`src/rtl/muldiv_unit.sv`:
```
// Multi-cycle MULTU/DIVU unit with architectural HI/LO registers and pipeline stall.
// Define MULDIV_SIGNED_EN to add the sgn input (signed MULT/DIV).
//   state | meaning
//   IDLE  | accepting start, MTHI/MTLO writes
//   MUL   | shift-add, one multiplier bit per cycle
//   DIV   | restoring divide, one quotient bit per cycle
//   FIN   | commit HI/LO, pulse done
module muldiv_unit #(
  parameter int WIDTH = 32
) (
  input  logic             clk,
  input  logic             rst,
  input  logic             start,
  input  logic             op,
`ifdef MULDIV_SIGNED_EN
  input  logic             sgn,
`endif
  input  logic [WIDTH-1:0] a,
  input  logic [WIDTH-1:0] b,
  input  logic             rd_req,
  input  logic             wr_hi,
  input  logic             wr_lo,
  input  logic [WIDTH-1:0] wd,
  output logic             busy,
  output logic             done,
  output logic             stall,
  output logic [WIDTH-1:0] hi,
  output logic [WIDTH-1:0] lo
);

  localparam int CW = (WIDTH > 1) ? $clog2(WIDTH) : 1;
  localparam logic [CW-1:0] LAST = CW'(WIDTH - 1);

  localparam logic [1:0] S_IDLE = 2'd0;
  localparam logic [1:0] S_MUL  = 2'd1;
  localparam logic [1:0] S_DIV  = 2'd2;
  localparam logic [1:0] S_FIN  = 2'd3;

  logic [1:0]         state;
  logic [CW-1:0]      cnt;
  logic [WIDTH-1:0]   opa;
  logic [WIDTH-1:0]   opb;
  logic [WIDTH-1:0]   a_raw;
  logic [2*WIDTH-1:0] acc;
  logic [WIDTH:0]     rem;
  logic               op_q;
  logic               dz;
  logic               neg_p;
  logic               neg_r;
  logic               sgn_eff;

`ifdef MULDIV_SIGNED_EN
  assign sgn_eff = sgn;
`else
  assign sgn_eff = 1'b0;
`endif

  logic [WIDTH-1:0]   a_mag;
  logic [WIDTH-1:0]   b_mag;
  logic [WIDTH:0]     mul_sum;
  logic [WIDTH+1:0]   rsh;
  logic [WIDTH+1:0]   rdiff;
  logic               q_bit;
  logic [2*WIDTH-1:0] prod_fix;
  logic [WIDTH-1:0]   q_fix;
  logic [WIDTH-1:0]   r_fix;

  always_comb begin
    a_mag    = (sgn_eff && a[WIDTH-1]) ? -a : a;
    b_mag    = (sgn_eff && b[WIDTH-1]) ? -b : b;
    mul_sum  = {1'b0, acc[2*WIDTH-1:WIDTH]} + {1'b0, (opb[0] ? opa : {WIDTH{1'b0}})};
    // remainder stays below the divisor, so the top bit of the difference is the borrow
    rsh      = {rem, acc[WIDTH-1]};
    rdiff    = rsh - {2'b00, opb};
    q_bit    = ~rdiff[WIDTH+1];
    prod_fix = neg_p ? -acc : acc;
    q_fix    = neg_p ? -acc[WIDTH-1:0] : acc[WIDTH-1:0];
    r_fix    = neg_r ? -rem[WIDTH-1:0] : rem[WIDTH-1:0];
  end

  assign busy  = (state != S_IDLE);
  assign stall = busy & (rd_req | start);

  always_ff @(posedge clk) begin
    if (rst) begin
      state <= S_IDLE;
      cnt   <= '0;
      opa   <= '0;
      opb   <= '0;
      a_raw <= '0;
      acc   <= '0;
      rem   <= '0;
      op_q  <= 1'b0;
      dz    <= 1'b0;
      neg_p <= 1'b0;
      neg_r <= 1'b0;
      hi    <= '0;
      lo    <= '0;
      done  <= 1'b0;
    end else begin
      done <= 1'b0;
      case (state)
        S_IDLE: begin
          if (wr_hi) hi <= wd;
          if (wr_lo) lo <= wd;
          if (start) begin
            cnt   <= '0;
            rem   <= '0;
            op_q  <= op;
            a_raw <= a;
            dz    <= op && (b == '0);
            neg_p <= sgn_eff & (a[WIDTH-1] ^ b[WIDTH-1]);
            neg_r <= sgn_eff & a[WIDTH-1];
            opb   <= b_mag;
            if (!op) begin
              opa   <= a_mag;
              acc   <= '0;
              state <= S_MUL;
            end else begin
              acc   <= {{WIDTH{1'b0}}, a_mag};
              state <= (b == '0) ? S_FIN : S_DIV;
            end
          end
        end
        S_MUL: begin
          acc <= {mul_sum, acc[WIDTH-1:1]};
          opb <= opb >> 1;
          cnt <= cnt + 1'b1;
          if (cnt == LAST) state <= S_FIN;
        end
        S_DIV: begin
          rem <= q_bit ? rdiff[WIDTH:0] : rsh[WIDTH:0];
          acc[WIDTH-1:0] <= {acc[WIDTH-2:0], q_bit};
          cnt <= cnt + 1'b1;
          if (cnt == LAST) state <= S_FIN;
        end
        default: begin
          if (dz) begin
            hi <= a_raw;
            lo <= '1;
          end else if (!op_q) begin
            hi <= prod_fix[2*WIDTH-1:WIDTH];
            lo <= prod_fix[WIDTH-1:0];
          end else begin
            hi <= r_fix;
            lo <= q_fix;
          end
          done  <= 1'b1;
          state <= S_IDLE;
        end
      endcase
    end
  end

endmodule

```
`config.mk`:
```
export PLATFORM = sky130hd
export DESIGN_NAME = muldiv_unit
export DESIGN_NICKNAME = d
export VERILOG_FILES = /design/src/rtl/muldiv_unit.sv
export SDC_FILE = /design/constraint.sdc
export NUM_CORES = 1
export LEC_CHECK = 0
export CAP_MARGIN = 30
export CORE_UTILIZATION = 55
export CTS_CLUSTER_DIAMETER = 30
export DETAILED_ROUTE_END_ITERATION = 10
export GPL_ROUTABILITY_DRIVEN = 0
export PLACE_DENSITY_LB_ADDON = 0.25
export SETUP_SLACK_MARGIN = 0.15
export SLEW_MARGIN = 15
export SYNTH_ARGS = -nofsm -noshare
export SYNTH_HDL_FRONTEND = slang
export SYNTH_SLANG_ARGS = --single-unit
```
`constraint.sdc`:
```
create_clock -name clk -period 5.7 [get_ports clk]
set_clock_uncertainty 0.1 [all_clocks]
set_input_delay 0.855 -clock clk [delete_from_list [all_inputs] [get_ports clk]]
set_output_delay 0.855 -clock clk [all_outputs]
set_load 0.005 [all_outputs]
```
* After elaboration in Yosys (flattened, before gate mapping)
Cells that the tools add are included.
** Storage, ports and cells
- Register bits :: 267
- Input bits :: 103
- Output and inout bits :: 67
- Logic and storage cells :: 72
** Operators by class
- $add $sub $neg :: 3
- Equal/unequal tests :: 7
- Multiplexer cells :: 25
- Bitwise logic cells :: 5
- Reduce and logical (&&, ||, !) cells :: 19
** Operators by type and width (number)
- two-way mux 32 bit :: 8
- one-hot mux 32 bit (2 select lines) :: 4
- one-hot mux 32 bit (3 select lines) :: 1
- two-way mux 33 bit :: 2
- one-hot mux 33 bit (2 select lines) :: 1
- two-way mux 64 bit :: 1
- subtractor 34 x 32 -> 34 bit :: 1
- adder 32 x 32 -> 33 bit :: 1
- zero test 32 bit :: 1
- AND reduction 2 bit :: 8
- one-hot mux 5 bit (2 select lines) :: 1
- nonzero test 2 bit :: 4
- two-way mux 2 bit :: 3
- inequality test 2 bit (second input constant) :: 3
- adder 5 x 1 -> 5 bit (second input constant) :: 1
- == test 5 bit (second input constant) :: 1
- two-way mux 5 bit :: 1
- one-hot mux 2 bit (2 select lines) :: 1
- inverter 1 bit :: 3
- AND reduction 3 bit :: 1
- nonzero test 3 bit :: 1
- OR reduction 3 bit :: 1
- == test 2 x 1 -> 1 bit (second input constant) :: 1
- == test 2 bit (second input constant) :: 1
- 7 further kinds :: 8

* Longest topological paths before layout
Gate-level depths: netlist of run 1.
- Word-level depth :: 5
- Mapped depth :: 15
- Gate-level depth less buffers :: 14

* Least setup slack after synthesis of run 1
OpenSTA, ideal clock, no wires.
- Kind :: reg2reg
- Start :: register opb[0]
- End :: register acc[49]
- Library setup time :: 124 ps
- Data arrival time :: 2905 ps
- Data required time :: 5476 ps
- Slack :: 2571 ps
- Cell stages (with the launch flop) :: 16
- Buffers on the path :: 1
- Clock period less this slack :: 3129 ps
- Path through :: dfxtp_1 > clkbuf_1 > and2_1 > ha_1 > inv_1 > fa_1 > nor2b_1 > o21ai_2 > a21oi_1 > o311ai_2 > a31oi_1 > a41o_1 > a21o_1 > a31oi_1 > mux2i_1 > nand3_1
** Between the ends
- Longest elaborated chain between the ends :: 3
** Ends and longest elaborated chain
- from (decl) :: line 42 : logic [WIDTH-1:0] opb;
- from (signal assigned) :: line 114 : opb <= b_mag;
- from (signal assigned) :: line 127 : opb <= opb >> 1;
- two-way mux 32 bit :: line 71 : mul_sum = {1'b0, acc[2*WIDTH-1:WIDTH]} + {1'b0, (opb[0] ? opa : {WIDTH{1'b0}})};
- adder 32 x 32 -> 33 bit :: line 71
- one-hot mux 32 bit (2 select lines) :: line 102 : case (state)
- to (signal assigned) :: line 120 : acc <= {{WIDTH{1'b0}}, a_mag};
- to (signal assigned) :: line 126 : acc <= {mul_sum, acc[WIDTH-1:1]};
- to (signal, indexed assignment) :: line 133 : acc[WIDTH-1:0] <= {acc[WIDTH-2:0], q_bit};
- to (decl) :: line 44 : logic [2*WIDTH-1:0] acc;
Every way passes these cells.
A chain may end at the register's enable or synchronous reset.

* Final worst setup path of run 1
- Start :: register opb[0]
- End :: register acc[59]
Same word-level chain as after synthesis.

==> results of run 1 <==
stage by stage:
step | power (µW) | cells | util | cell area (µm²) | hold WS, ps
final | 7840 | 2498 | 0.707 | 19200 | 348
after global routing | 8200 | 2498 | 0.707 | 19200 | 365
after CTS | 7840 | 2497 | 0.707 | 19100 | 349
after detailed placement | 4370 | 2393 | 0.631 | 17100 | 343
after global placement | 4280 | 2387 | 0.626 | 17000 | 339
after floorplan | 3620 | 1974 | - | 15200 | 332
state kept, by name, indices dropped and copies added, names as in the netlist:
register,flops
done,1
rem,33
hi,32
opa,32
op_q,1
cnt,5
a_raw,32
opb,32
lo,32
dz,1
acc,64
state,2
power by group through the flow:
stage	Clock, µW	Combinational (µW)	Sequential [µW]
detailed placement	0	2000	2380
floorplan	0	1300	2330
finish	3450	2060	2340
global route	3580	2260	2370
CTS	3470	2030	2350
global placement	0	1900	2370
final timing paths:
| check | startpoint | to | cells past startpoint |
|---|---|---|---|
| worst min-delay path | opa[28] | opa[28] | 2 |
| worst min register to register | opa[28] | opa[28] | 2 |
| worst max-delay path | opb[0] | acc[59] | 15 |
| worst max register to register | opb[0] | acc[59] | 15 |
cell families (layout without fill, tap and decap cells):
kind of cell,Yosys count,count (layout),share of synthesized area
and+or+nand+nor,654,654,0.185
AOI/OAI and AO/OA,629,629,0.259
DFF,267,267,0.351
buffers and inverters,206,358,0.0539
muxes,93,93,0.0612
adders and majority gates,72,72,0.0601
xor gates and xnor gates,53,53,0.0304
placed cells by master, fill, tap and decap left out, types with 8 or more instances in the layout:
cell type / count
a211oi_1: 68
nand4_1: 10
mux2i_1: 91
o21ai_0: 84
inv_1: 61
o211ai_1: 65
clkbuf_16: 56
nand2_1: 280
and2_1: 35
a22oi_1: 45
ha_1: 67
a21oi_1: 209
xor2_1: 24
o21ai_1: 27
nor4_1: 10
bufinv_16: 10
buf_4: 16
o31ai_1: 8
clkinv_2: 16
nor3_1: 13
clkdlybuf4s50_1: 168
nand2b_1: 13
clkbuf_8: 11
a31oi_1: 36
nand3_1: 17
xnor2_1: 29
nor2_1: 219
or3_1: 31
a21o_1: 28
dfxtp_1: 265
per-layer routing:
layer / global-route usage / up-vias / wire length (µm)
met5: 0 / - / 0
met4: 0.176 / 0 / 2470
met3: 0.0409 / 172 / 2230
met2: 0.533 / 567 / 21800
met1: 0.367 / 7148 / 18100
li1: - / 7249 / -
tightest hold or removal path: stages, from the launching register on:
cell	delay, ps
dfxtp_1	300
nand2_1	50
a21oi_1	50
layout make-up:
class | count | area (µm²) | share of cell area
clock buffers | 71 | 1570 | 0.0818
clock inverters | 33 | 469 | 0.0245
inverters | 62 | 233 | 0.0121
multi-input cells | 1501 | 9120 | 0.476
flip-flops and latches | 267 | 5350 | 0.279
well taps | 372 | 465 | 0.0243
repair buffers | 192 | 1960 | 0.102
==> summary.txt, run 1 <==
Worst setup path
  • Critical Path AT: 4100 ps
  • Startpoint types: register
  • CP bufs+invs: 2
  • Worst-path fanout max: 29
  • Crit path required time: 6010 ps
  • Critical-path cell with the highest stage delay: a31oi_1
  • WS Path Type: reg -> reg
  • CP Capture Type: register
  • CP cell instances: buf_8 > and2_1 > ha_1 > inv_1 > fa_1 > nor2b_1 > o21ai_2 > a21oi_1 > o311ai_2 > a31oi_1 > a221oi_2 > nor2_1 > a311oi_1 > xor2_1 > o21ai_1
  • Slowest stage delay, CP: 580 ps
  • Worst path top cell family by delay: compound AO/OA/AOI/OAI gates
  • Setup slack, reg-to-reg: 1910 ps

Clock tree
  • Root Buffer: clkbuf_16
  • TritonCTS clock tree: done
  • CTS clock-pin slew for the worst setup and hold paths: 50 ps
  • Clock sink count: 267
  • Worst-Skew Late Latency: 570 ps
  • Max clock buf depth: 3
  • H-tree depth: 2
  • Cts hold-fix bufs: 0
  • Resized cells post-CTS: 0
  • Setup Fix Bufs, Post-CTS: 0
  • Total CTS buffers: 56

Final layout
  • Fillcell total: 2124
  • N_diodes: 0
  • Fraction of layout cells with a size suffix above 1: 0.0724
  • Nets: 2255
  • Area Growth Syn to Fin: 25.7%

STA
  • Max Freq: 264 MHz
  • RSZ-0062 raised after global routing: false
  • Crit share post-route: 0.664
  • Hold Fails Final Rpt: 0
  • Tmin final: 3790 ps
  • Final Max Slew Viols: 0
  • Max_slew headroom: 0.349
  • Final setup vio count: 0
  • Final worst slack: 1910 ps
  • Slew at the pin closest to its max-slew limit: 977 ps
  • Setup TNS: 0 ps

Power
  • Net switching power figure: 2450 µW
  • VDD IR-drop max: 0.000243 V
  • Power Internal: 5400 µW
  • Flop pwr share: 0.298
  • P per Cell Area: 409 mW/mm²
  • Gate power share: 0.262
  • Switching Fraction: 0.312
  • Clock Power Share: 0.439
  • Leak pwr: 0.00769 µW

Yosys
  • Net Count, Synth: 2149
  • Synth area leaders: dfxtp_1, nand2_1, a21oi_1, mux2i_1, ha_1
  • Synth Instances: 1974
  • Most instantiated cells after synthesis: nand2_1, dfxtp_1, nor2_1
  • Syn_area_per_cell: 7.72 µm²
  • Top-area cell type share of the netlist area: 0.351
  • Top cell type by total area after synthesis: dfxtp_1
  • Post-synth cell types: 67
  • Number of synthesized flops with an enable pin: 0
  • Top-count cell post-synth: nand2_1
  • Post-synthesis register bit count: 267
  • Post-Syn Area: 0.0152 mm²
  • Async set-reset flop share out of synthesis: 0
  • Ys flop type: dfxtp_1
  • Synth Warn #: 0
  • Sequential area share after synthesis: 0.351

Route
  • Vias: 15136
  • Detailed Routing Iterations Pass 1: 6
  • DR WL/cell: 17.8 µm
  • WL final: 44600 µm
  • Routed vias/inst: 6.06
  • Antenna viol nets, final: 0
  • # DRC: 0
  • DR iter-0 viols: 1356

Global routing
  • Initial antenna violation count: 0
  • Largest net degree at the start of global routing: 121
  • Vias in the first global route: 14405
  • First-pass GRT wire length: 71400 µm
  • Overflow after GRT: 0
  • GR Util All Layers: 0.307

Floorplan
  • Initial Util: 0.563
  • I/O pin count: 170
  • Rows: 60
  • Die width: 169 µm
  • Die height: 169 µm
  • Core Area: 0.0271 mm²
  • Die area: 0.0284 mm²

Placed design
  • Detail Placement HPWL: 30100 µm
  • Dpl ws: 1650 ps
  • Port buffer count: 169

Status
  • Status: finished, final reports clean

Flow run
  • # Max-Cap Violations: 0

Hold path
  • Hold WC Path Type: reg -> reg
No activity file was read; power rests on OpenSTA's default activity.
==> run 2: changes to the inputs <==
--- a/config.mk
+++ b/config.mk
@@ -6,7 +6,7 @@
 export NUM_CORES = 1
 export LEC_CHECK = 0
 export CAP_MARGIN = 30
-export CORE_UTILIZATION = 55
+export CORE_UTILIZATION = 52
 export CTS_CLUSTER_DIAMETER = 30
 export DETAILED_ROUTE_END_ITERATION = 10
 export GPL_ROUTABILITY_DRIVEN = 0
==> constraint.sdc (replaced) <==
create_clock -name clk -period 3.1 [get_ports clk]
set_clock_uncertainty 0.1 [all_clocks]
set_input_delay 0.465 -clock clk [delete_from_list [all_inputs] [get_ports clk]]
set_output_delay 0.465 -clock clk [all_outputs]
set_load 0.005 [all_outputs]
==> run 2 against run 1 <==
The flow now finishes with violations (setup timing). Total power is 86% higher. Sequential power increased by 84%. Clock power is 79% higher. Global-route usage is 1.2 points lower. Combinational power increased by 100%. Routed wire length rose by 7.9%. Via count up 3.3%. Critical path type unchanged. Largest cell class unchanged. Largest power group unchanged.
==> summary.txt, run 2 (synthesis gave the netlist of run 1 again) <==
Final layout
  • Largest register FFs: 64 (unchanged)
  • N_diodes: 0 (unchanged)
  • Fraction of layout cells with a size suffix above 1: 0.151 (was 0.0724)
  • Fillcell total: 2100 (was 2124)
  • Final core occ: 0.715 (was 0.707)
  • Fin cells: 2603 (was 2498)
  • Nets: 2352 (was 2255)
  • Area Growth Syn to Fin: 35.0% (was 25.7%)
  • Most frequent cells in the layout: nand2_1, dfxtp_1, nor2_1, a21oi_1, clkdlybuf4s50_1 (unchanged)
  • Most flops, register: acc (unchanged)
  • Top flop regs: acc (64), rem (33) (unchanged)
  • Commonest non-fill, non-tap cell in the layout: nand2_1 (unchanged)

Worst setup path
  • Critical Path AT: 3450 ps (was 4100 ps)
  • CP Capture Type: register (unchanged)
  • Startpoint types: register (unchanged)
  • CP Launch Point: opb[0] (unchanged)
  • Crit path required time: 3440 ps (was 6010 ps)
  • Reg-to-Reg Start: opb[0] (unchanged)
  • WS Path Type: reg -> reg (unchanged)
  • Worst-path fanout max: 7 (was 29)

Power
  • VDD IR-drop max: 0.000545 V (was 0.000243 V)
  • Leak pwr: 0.00825 µW (was 0.00769 µW)
  • P per Cell Area: 710 mW/mm² (was 409 mW/mm²)

Floorplan
  • Initial Util: 0.530 (was 0.563)
  • Die height: 173 µm (was 169 µm)
  • Die width: 173 µm (was 169 µm)
  • I/O pin count: 170 (unchanged)
  • Rows: 62 (was 60)
  • Die area: 0.0300 mm² (was 0.0284 mm²)
  • Core Area: 0.0288 mm² (was 0.0271 mm²)

Clock tree
  • Root Buffer: clkbuf_16 (unchanged)
  • Total CTS buffers: 55 (was 56)
  • Worst-Skew Late Latency: 580 ps (was 570 ps)
  • CTS clock-pin slew for the worst setup and hold paths: 40 ps (was 50 ps)
  • Cts hold-fix bufs: 0 (unchanged)
  • Max clock buf depth: 3 (unchanged)
  • H-tree depth: 2 (unchanged)
  • Clock sink count: 267 (unchanged)
  • TritonCTS clock tree: done (unchanged)

Route
  • DR WL/cell: 18.5 µm (was 17.8 µm)
  • WL final: 48100 µm (was 44600 µm)
  • DR iter-0 viols: 1320 (was 1356)
  • Routed vias/inst: 6.00 (was 6.06)
  • Antenna viol nets, final: 0 (unchanged)
  • # DRC: 0 (unchanged)
  • Detailed Routing Iterations Pass 1: 7 (was 6)
  • Vias: 15631 (was 15136)

Status
  • Status: complete, but fails checks (was finished, final reports clean)
  • Failing checks: setup timing

Global routing
  • Grt met2 use: 0.536 (was 0.533)
  • Largest net degree at the start of global routing: 119 (was 121)
  • First-pass GRT wire length: 73500 µm (was 71400 µm)
  • Vias in the first global route: 14826 (was 14405)
  • GR Layer Usage met1: 0.346 (was 0.367)
  • Overflow after GRT: 0 (unchanged)
  • GR Util All Layers: 0.296 (was 0.307)
  • Grt met3 use: 0.0404 (was 0.0409)
  • Busiest layer in global routing: met2 (unchanged)
  • Initial antenna violation count: 0 (unchanged)

Placed design
  • Port buffer count: 169 (unchanged)
  • Dpl ws: -213 ps (was 1650 ps)
  • Detail Placement HPWL: 30900 µm (was 30100 µm)
  • Dpl cells: 2469 (was 2393)

STA
  • Hold Fails Final Rpt: 0 (unchanged)
  • Crit share post-route: 1.00 (was 0.664)
  • Final worst slack: -8.37 ps (was 1910 ps)
  • Final setup vio count: 1 (was 0)
  • Max_slew headroom: 0.380 (was 0.349)
  • Final Max Slew Viols: 0 (unchanged)
  • Max Freq: 322 MHz (was 264 MHz)
  • Slew at the pin closest to its max-slew limit: 930 ps (was 977 ps)
  • Tmin final: 3110 ps (was 3790 ps)
  • RSZ-0062 raised after global routing: true (was false)

Flow run
  • # Max-Cap Violations: 0 (unchanged)

Hold path
  • Hold WC Path Type: in -> reg (was reg -> reg)
  • Worst Min Path Start: rst (was opa[28])
[run 2: cell types whose count changed in the layout (fill, tap and decap cells not counted), moves of 13 or more]
cell     previous run  this run
buf_4              16        93
ha_4                0        22
ha_1               67        46
buf_6               1        17
o21ai_0            84        69
dfxtp_1           265       251
a21oi_1           209       196
[run 2: area by class of cell]
type | count | area [µm²] | area share
Clock buffer | 69 | 1490 | 0.0724
Clock inverter | 30 | 468 | 0.0227
Inverter | 62 | 233 | 0.0113
Multi-Input combinational cell | 1501 | 9730 | 0.473
Sequential cell | 267 | 5370 | 0.261
Tap cell | 384 | 480 | 0.0233
Timing Repair Buffer | 290 | 2810 | 0.136
[run 2: stage by stage]
| step | TNS, ps | hold WS [ps] | power, µW | area, µm² |
|---|---|---|---|---|
| 6_report | -8.37 | 205 | 14600 | 20600 |
| 5_1_grt | -615 | 229 | 15300 | 20600 |
| 4_1_cts | 0 | 193 | 14300 | 19800 |
| 3_5_place_dp | -893 | 342 | 8090 | 17600 |
| 3_3_place_gp | -32.9 | 340 | 7990 | 17600 |
| 2_1_floorplan | 0 | 332 | 6660 | 15300 |
[run 2: critical path, cell delays in order, from the launching register on]
cell and delay, ps:
dfxtp_4 370, buf_2 150, and2_1 150, ha_1 220, a21o_1 190, a21o_1 160
a21o_1 200, a31oi_2 260, o21ai_2 130, a221oi_4 410, nor2_2 90, a311oi_2 280
xor2_1 180, o21ai_1 90
[run 2: what timing repair did]
item                       in CTS  in global routing
setup buffers                   7                 23
pin swaps                      23                 50
setup endpoints to repair      38                 52
gates cloned                    1                  2
resized for setup              36                110
[run 2: power by group]
group | internal, µW | switching (µW) | leakage, µW | total (µW)
clock | 4220 | 1970 | 0.000944 | 6190
sequential | 3960 | 357 | 0.00219 | 4310
combinational | 1800 | 2320 | 0.00511 | 4120
total | 9980 | 4640 | 0.00825 | 14600
[run 2: path summary, 6_finish.rpt]
| path | to | slack, ps | depth (start not counted) |
|---|---|---|---|
| worst max-delay path | acc[59] | -8 | 13 |
| worst min-delay path | acc[37] | 210 | 2 |
| worst max register to register | acc[59] | -8 | 13 |
| worst min register to register | opa[25] | 350 | 2 |
[run 2: layer usage]
metal	vias to the layer above	wire length [µm]
li1	7430	-
met1	7469	19300
met2	597	24400
met3	135	2540
met4	0	1870
met5	-	0
==> run 3: changes to the inputs <==
--- a/config.mk
+++ b/config.mk
@@ -6,9 +6,10 @@
 export NUM_CORES = 1
 export LEC_CHECK = 0
 export CAP_MARGIN = 30
-export CORE_UTILIZATION = 52
+export CORE_UTILIZATION = 55
 export CTS_CLUSTER_DIAMETER = 30
 export DETAILED_ROUTE_END_ITERATION = 10
+export DONT_BUFFER_PORTS = 1
 export GPL_ROUTABILITY_DRIVEN = 0
 export PLACE_DENSITY_LB_ADDON = 0.25
 export SETUP_SLACK_MARGIN = 0.15
==> run 3 against run 2 <==
The run ends with hold timing, setup timing left. Non-clock buffer count down 59. Routed wire length increased by 6.9%. Cell count shrank 2.2%. First-iteration DRC count grew 18%. Register-to-register slack worse by 180 ps. Fmax decreased by 5.5%. Total power is 2.1% higher. Hold slack got worse by 330 ps. Critical path depth did not move. Sequential power grew 1%. Utilization rose by 3.0 points. Critical endpoint is now rem[32].
==> summary.txt, run 3 (synthesis gave the netlist of run 1 again) <==
Final layout
  • Final core occ: 0.746 (was 0.715)
  • Area Growth Syn to Fin: 32.5% (was 35.0%)
  • Nets: 2298 (was 2352)
  • Fin cells: 2546 (was 2603)
  • Fraction of layout cells with a size suffix above 1: 0.160 (was 0.151)
  • Commonest non-fill, non-tap cell in the layout: nand2_1 (unchanged)
  • FF+latch area: 0.00536 mm² (was 0.00537 mm²)
  • Multi-input logic area: 0.00972 mm² (was 0.00973 mm²)
  • Most frequent cells in the layout: nand2_1, dfxtp_1, nor2_1, a21oi_1, dlygate4sd3_1 (was nand2_1, dfxtp_1, nor2_1, a21oi_1, clkdlybuf4s50_1)
  • Most flops, register: acc (unchanged)
  • N_diodes: 0 (unchanged)
  • Top flop regs: acc (64), rem (33) (unchanged)
  • Largest register FFs: 64 (unchanged)
  • Fillcell total: 1764 (was 2100)

Clock tree
  • Worst-Skew Late Latency: 590 ps (was 580 ps)
  • Root Buffer: clkbuf_16 (unchanged)
  • TritonCTS clock tree: done (unchanged)
  • CTS clock-pin slew for the worst setup and hold paths: 50 ps (was 40 ps)
  • Cts hold-fix bufs: 108 (was 0)
  • Clock sink count: 267 (unchanged)
  • Total CTS buffers: 60 (was 55)
  • H-tree depth: 2 (unchanged)
  • Max clock buf depth: 3 (unchanged)

Floorplan
  • I/O pin count: 170 (unchanged)
  • Die width: 169 µm (was 173 µm)
  • Die height: 169 µm (was 173 µm)
  • Initial Util: 0.563 (was 0.530)
  • Rows: 60 (was 62)
  • Die area: 0.0284 mm² (was 0.0300 mm²)
  • Core Area: 0.0271 mm² (was 0.0288 mm²)

Worst setup path
  • WS Path Type: reg -> reg (unchanged)
  • Worst-path fanout max: 6 (was 7)
  • Startpoint types: register (unchanged)
  • CP Capture Type: register (unchanged)
  • Crit path required time: 3530 ps (was 3440 ps)
  • Critical Path AT: 3720 ps (was 3450 ps)

Route
  • WL final: 51400 µm (was 48100 µm)
  • Vias: 15940 (was 15631)
  • Detailed Routing Iterations Pass 1: 9 (was 7)
  • DR iter-0 viols: 1556 (was 1320)
  • DR WL/cell: 20.2 µm (was 18.5 µm)
  • Routed vias/inst: 6.26 (was 6.00)
  • # DRC: 0 (unchanged)
  • Antenna viol nets, final: 0 (unchanged)

STA
  • Final setup vio count: 2 (was 1)
  • Max Freq: 304 MHz (was 322 MHz)
  • Tmin final: 3290 ps (was 3110 ps)
  • Slew at the pin closest to its max-slew limit: 864 ps (was 930 ps)
  • Max_slew headroom: 0.423 (was 0.380)
  • Crit share post-route: 1.06 (was 1.00)
  • Setup TNS: -302 ps (was -8.37 ps)
  • RSZ-0062 raised after global routing: true (unchanged)
  • Final Max Slew Viols: 0 (unchanged)
  • Hold Slack: -127 ps (was 205 ps)
  • Final worst slack: -190 ps (was -8.37 ps)
  • Hold Fails Final Rpt: 1 (was 0)

Placed design
  • Dpl cells: 2285 (was 2469)
  • Detail Placement HPWL: 29600 µm (was 30900 µm)
  • Port buffer count: 0 (was 169)

Flow run
  • # Max-Cap Violations: 0 (unchanged)

Power
  • VDD IR-drop max: 0.000794 V (was 0.000545 V)
  • Leak pwr: 0.00833 µW (was 0.00825 µW)
  • P per Cell Area: 739 mW/mm² (was 710 mW/mm²)

Global routing
  • Vias in the first global route: 15370 (was 14826)
  • GR Util All Layers: 0.329 (was 0.296)
  • Largest net degree at the start of global routing: 137 (was 119)
  • Initial antenna violation count: 1 (was 0)
  • First-pass GRT wire length: 76400 µm (was 73500 µm)
  • Overflow after GRT: 0 (unchanged)

Status
  • Failing checks: hold timing, setup timing (was setup timing)
  • Status: complete, but fails checks (unchanged)

Hold path
  • Hold WC Path Type: in -> reg (unchanged)
run 3: cell types whose count changed in the layout (fill, tap and decap cells not counted), sizes merged:
cell | previous run | this run
inv | 63 | 69
clkinv | 14 | 18
dlygate4sd3 | 0 | 106
clkdlybuf4s50 | 168 | 0
clkbuf | 71 | 72
buf | 120 | 124
clkinvlp | 5 | 7
run 3: path summary, 6_finish.rpt:
| path | from | to | slack, ps | cells past startpoint |
|---|---|---|---|---|
| worst max-delay path | opb[0] | rem[32] | -190 | 13 |
| worst min-delay path | rst | acc[39] | -130 | 1 |
| worst min register to register | opa[29] | opa[29] | 350 | 2 |
| worst max register to register | opb[0] | rem[32] | -190 | 13 |
run 3: stage by stage:
step	setup WS (ps)	total power, µW	hold slack, ps	cell area (µm²)
final	-190	14900	-127	20200
after global routing	-245	15500	-129	20200
after CTS	116	14500	3.18	19600
after detailed placement	-146	7420	342	15900
after global placement	-30.9	7330	337	15900
after floorplan	151	6660	332	15300
run 3: per-layer routing:
| layer | up-vias | track usage | wire length, µm |
|---|---|---|---|
| li1 | 7328 | - | - |
| met1 | 7529 | 0.386 | 19300 |
| met5 | - | 0 | 0 |
| met4 | 0 | 0.199 | 3280 |
| met3 | 253 | 0.0535 | 3870 |
| met2 | 830 | 0.566 | 25000 |
run 3: power breakdown:
part	switching, µW	internal [µW]	total [µW]
logic	2240	1520	3760
clock network	2200	4590	6800
registers	419	3950	4370
total	4870	10100	14900
run 3: cell type report:
type,count,share of cell area
clock inverter,42,0.0280
inverter,62,0.0115
multi-input combinational,1501,0.481
tap,372,0.0230
timing repair buffer,231,0.111
clock buffer,71,0.0803
sequential,267,0.265
run 3: critical path, cell delays in order (launching register included):
cell	delay, ps
dfxtp_4	370
buf_6	130
ha_4	160
fa_2	370
nor2b_2	160
o211ai_1	190
a211oi_2	430
a21o_1	290
a211oi_4	100
o41ai_2	410
o311a_1	240
nand3_1	90
o41a_1	150
nand2_1	60
run 3: repair_timing:
| item | 4_1_cts | 5_1_grt |
|---|---|---|
| gates cloned | 1 | 1 |
| hold endpoints to repair | 217 | 1 |
| buffers inserted | 13 | 26 |
| gates resized for setup | 56 | 94 |
| pin swaps | 27 | 59 |
| setup endpoints to repair | 31 | 63 |
